--- src/rtl/mux2to1_32.sv ---
// Two-way word select with a registered, enable-gated copy of the result,
// a change-detect pulse and a saturating count of loads taken on the alternate path.
module mux2to1_32 #(
    parameter int WIDTH = 32,
    parameter int CNT_W = 16
) (
    input  logic             clk,
    input  logic             rst,
    input  logic             sel,
    input  logic [WIDTH-1:0] in0,
    input  logic [WIDTH-1:0] in1,
    input  logic             en,
    output logic [WIDTH-1:0] out,
    output logic [WIDTH-1:0] out_q,
    output logic             sel_q,
    output logic             upd,
    output logic [CNT_W-1:0] sel_cnt
);

    logic [WIDTH-1:0] data_q, data_d;
    logic             sel_reg_q, sel_reg_d;
    logic             upd_q, upd_d;
    logic [CNT_W-1:0] cnt_q, cnt_d;

    // Counter sticks at all-ones instead of wrapping.
    function automatic logic [CNT_W-1:0] sat_inc(input logic [CNT_W-1:0] v);
        logic [CNT_W-1:0] one;
        one = {{(CNT_W-1){1'b0}}, 1'b1};
        return (&v) ? v : v + one;
    endfunction

    assign out = sel ? in1 : in0;

    always_comb begin
        data_d    = data_q;
        sel_reg_d = sel_reg_q;
        cnt_d     = cnt_q;
        upd_d     = 1'b0;
        if (en) begin
            data_d    = out;
            sel_reg_d = sel;
            upd_d     = (out != data_q);
            if (sel) begin
                cnt_d = sat_inc(cnt_q);
            end
        end
    end

    always_ff @(posedge clk or negedge rst) begin
        if (!rst) begin
            data_q    <= '0;
            sel_reg_q <= 1'b0;
            upd_q     <= 1'b0;
            cnt_q     <= '0;
        end else begin
            data_q    <= data_d;
            sel_reg_q <= sel_reg_d;
            upd_q     <= upd_d;
            cnt_q     <= cnt_d;
        end
    end

    assign out_q   = data_q;
    assign sel_q   = sel_reg_q;
    assign upd     = upd_q;
    assign sel_cnt = cnt_q;

endmodule

--- config.mk ---
export PLATFORM = sky130hd
export DESIGN_NAME = mux2to1_32
export DESIGN_NICKNAME = d
export VERILOG_FILES = /design/src/rtl/mux2to1_32.sv
export SDC_FILE = /design/constraint.sdc
export NUM_CORES = 1
export LEC_CHECK = 0
export CAP_MARGIN = 20
export CORE_AREA = 3 3 85 87
export DETAILED_ROUTE_END_ITERATION = 7
export DIE_AREA = 0 0 88 90
export PLACE_DENSITY = 0.84
export SYNTH_ARGS = -nofsm -noshare
export SYNTH_HDL_FRONTEND = slang
export SYNTH_SLANG_ARGS = --single-unit
--- constraint.sdc ---
create_clock -name clk -period 3.9 [get_ports clk]
set_clock_uncertainty 0.1 [all_clocks]
set_input_delay 0.78 -clock clk [delete_from_list [all_inputs] [get_ports clk]]
set_output_delay 0.78 -clock clk [all_outputs]
set_load 0.05 [all_outputs]
# Word level (Yosys, flattened, before mapping)
# Index checks and enable logic that the tools add are counted.
[word_totals]
elab_cells = 11
register_bits = 50
out_inout_bits = 82
[op_classes]
add_sub_neg = 1
n_eq_ne = 1
n_mux = 2
reduce_logical = 2
n_bitwise = 1
[ops]
columns = ["op", "n"]
rows = [
  ["$mux 32", 1],
  ["$ne 32x32->1", 1],
  ["$add 16x1->16 const B", 1],
  ["$reduce_and 16->1", 1],
  ["$reduce_and 3->1", 1],
  ["$mux 1", 1],
  ["$not 1->1", 1],
]

# Longest topological paths before layout
[logic_depth]
word_depth = 3
mapped_depth = 7
mapped_depth_nobuf = 6

# Worst setup path after synthesis
# Ideal clock, no wire load.
[synth_path]
kind = "input to output"
from = "in sel"
to = "out out[0]"
arrival_time_ns = 1.610
stages = 4
slack_ns = 1.410
path_cell_list = "buf_6 > buf_6 > mux2i_1 > inv_1"
[synth_between]
elab_chain_cells = 1
[synth_lines]
columns = ["element", "line_no", "text"]
rows = [
  ["start, declared", "9", "input logic sel,"],
  ["$mux 32", "32", "assign out = sel ? in1 : in0;"],
  ["end, declared", "13", "output logic [WIDTH-1:0] out,"],
]
# Every way passes these cells.

# Final worst setup path
[layout_path]
from = "in sel"
to = "out out[21]"
# The elaborated chain is that of the path after synthesis.

==> summary.txt <==
Global route
  – Vias in the first global route: roughly 2700
  – Gr ovfl total: 0
  – Largest net degree at the start of global routing: 67
  – Antenna violations before repair: 0
  – Total GRT Usage: between 10% and 20%
  – First-pass GRT wire length: approximately 12 mm

Routing
  – Iter 0 DRT Violations: 50
  – DR WL/cell: between 15 and 20 um
  – Drt total wl: about 7.9 mm
  – Initial DRT Pass Iterations: 4
  – DRC: 0
  – Antenna-violating nets left: 0
  – Vias per cell: 5.02
  – Via Count: around 2600

Logic synthesis
  – Post-synthesis sequential area ratio: 44.4%
  – Count leader, synth: dfrtp_1
  – FF+latch count, synth: 50
  – Synthesized area: between 2000 and 3000 um2
  – Yosys top cell area share: about 44%
  – Synthesized area per cell: approximately 9.8 um2
  – Top post-synthesis cells by count: 50 x dfrtp_1, 41 x xor2_1, 38 x nor2_1, 35 x inv_1, 32 x a21oi_1
  – Number of synthesized flops with an enable pin: 0
  – Synthesis Warnings: 0
  – Synth top area cells: dfrtp_1 44%, xor2_1 13%, mux2i_1 6.8%, mux2i_2 5.9%, a21oi_1 5.7%
  – Mapped Cells: between 200 and 300
  – Syn Nets: 356
  – Asr flop ratio synth: 100%
  – Post-synth top flop: dfrtp_1
  – Area leader, netlist: dfrtp_1
  – Post-synth cell types: 27

Power
  – Combinational fraction of design power: approximately 45%
  – Clock power frac: a little under a fifth
  – Sw Ratio: between 40% and 50%
  – PD cells: slightly above 400 nW/um2
  – Worst vdd ir: 0.497 mV
  – Cell-internal power: around 1100 uW
  – Lkg Pwr: between 0.0015 and 0.002 uW
  – Net Switching: roughly 750 uW
  – Reg power frac: between 30% and 40%

CTS
  – Clock sink count: 50
  – Reg clk slew, reported paths: 0.09 ns
  – CTS tree: built
  – Clk root buf: clkbuf_8
  – # resized after CTS: 0
  – # hold bufs at CTS: 0
  – Postcts setup bufs: 0
  – Clk buf depth: 2
  – Clk_lat worst skew: 0.30 ns
  – H-tree depth: 2
  – CTS Buf Count: 5

Floorplan
  – Row cnt: 29
  – Core area: between 6000 and 7000 um2
  – # IOs: 150
  – Die height: 90 um
  – Die area: 7920 um2
  – Die Width: between 80 and 90 um
  – Starting Density: between 40 and 50%

Final layout
  – Fraction of layout instances using a drive strength above 1: 7.32%
  – Antenna cells: 0
  – Non-Filler Instances: 514
  – Area grow syn2layout: 58.4%
  – Fillers: 520
  – Area used by multi-input combinational logic: roughly 1400 um2
  – Nets@finish: just over 500
  – Storage cell area: 1250 um2

Timing
  – Final hold violations: 0
  – Final WS setup: between 0.5 and 0.6 ns
  – Final setup violation count: 0
  – Slew Viols, Final: 0
  – Slew headroom: a little under 60%
  – Worst-Margin Slew: between 0.6 and 0.7 ns
  – Sum Neg Setup Slack: 0 ns
  – RSZ-0062 raised after global routing: false
  – Post-route clock period utilization: a little under nine tenths
  – Post-layout min period: roughly 3.3 ns
  – FMAX: roughly 300 MHz

Critical path
  – Crit path max fanout: 20
  – Crit path DAT: 2.44 ns
  – R2r setup slk: between 1.5 and 2 ns
  – Crit. Startpoint: sel
  – R2r worst-path depth: 6
  – CP Launch Type: primary input
  – Reg2Reg Launch Point: sel_cnt[0]
  – Setup CP Type: primary input to primary output
  – Critical Path RT: 3.02 ns
  – Reg2reg end: sel_cnt[13]
  – Worst setup endpoint: out[21]
  – Crit end category: primary output

Placed design
  – Placement Setup Slack: just under 0.6 ns
  – DP Wirelength: approximately 6.3 mm
  – IO buf count: 149
  – Gpl congestion: between 0.8 and 0.9
  – Placed instance count: between 500 and 600

Run
  – # Max-Cap Violations: 0

Status
  – Status: finished, final reports clean

Min path
  – Worst min path class: primary input to asynchronous set/reset pin
==> metrics by stage <==
step           hold WS [ns]  total power, uW  util [%]  cell area [um2]
6_report              0.216             1820      69.5             4460
3_3_place_gp          0.384             1470      67.4             4330
5_1_grt               0.209             1910      69.5             4460
3_5_place_dp          0.396             1480      67.4             4330
4_1_cts               0.419             1830      69.1             4440
2_1_floorplan         0.384             1170         -             2820
==> per-layer routing <==
layer  routed length (um)  track usage [%]  up-vias
met5                    0                0        -
met4                   97             4.35        0
met3                  622             5.85       10
met2                 4010             34.9       91
met1                 3130             23.1     1239
li1                     -                -     1238
==> worst max-delay path, stage by stage <==
cell	delay, ns
buf_2	0.09
buf_4	0.38
mux2i_1	0.38
inv_1	0.08
clkdlybuf4s50_1	0.72
==> sequential cells by signal, summed over array words and instances, names as in the netlist <==
signal and flops:
sel_cnt 16, sel_q 1, out_q 32, upd 1
==> worst min-delay path by stage <==
| stage | slack (ns) | to | from | cells after the start |
|---|---|---|---|---|
| 4_1_cts | 0.42 | sel_cnt[11] | sel_cnt[11] | 1 |
| 5_1_grt | 0.21 | out_q[21] | rst | 1 |
| 2_1_floorplan | 0.38 | out_q[0] | rst | 0 |
| 3_5_place_dp | 0.40 | sel_cnt[11] | sel_cnt[11] | 1 |
| 6_report | 0.22 | out_q[2] | rst | 1 |
| 3_3_place_gp | 0.38 | sel_cnt[15] | sel_cnt[15] | 1 |
==> area by class of cell <==
type | count | share of cell area, %
sequential | 50 | 28.1
tap | 77 | 2.16
multi-input combinational | 191 | 30.3
inverter | 35 | 2.95
clock buffer | 8 | 2.47
timing repair buffer | 153 | 34.1
==> cell families after synthesis <==
logic type | share of synthesized area (%)
muxes | 13.8
and+or+nand+nor | 12.7
xor gates and xnor gates | 14.6
buffers and inverters | 7.51
AOI/OAI and AO/OA | 6.44
DFF | 44.4
adders and majority gates | 0.444
==> power by group through the flow <==
stage | clock (uW) | sequential, uW | combinational [uW]
2_1_floorplan | 0 | 889 | 279
3_3_place_gp | 0 | 664 | 806
3_5_place_dp | 0 | 665 | 819
4_1_cts | 354 | 658 | 821
5_1_grt | 378 | 670 | 858
6_report | 346 | 658 | 816
==> cells in the final DEF, fill, tap and decap left out, types with 3 or more instances in the layout <==
| cell type | count |
|---|---|
| a21oi_1 | 32 |
| buf_2 | 3 |
| buf_4 | 3 |
| clkbuf_8 | 8 |
| clkdlybuf4s50_1 | 146 |
| dfrtp_1 | 50 |
| inv_1 | 35 |
| mux2i_1 | 19 |
| mux2i_2 | 12 |
| nand2_1 | 9 |
| nand3_1 | 5 |
| nand4_1 | 12 |
| nor2_1 | 38 |
| nor3_1 | 3 |
| nor4_1 | 4 |
| xnor2_1 | 6 |
| xor2_1 | 41 |
No activity file was read; power rests on OpenSTA's default activity.
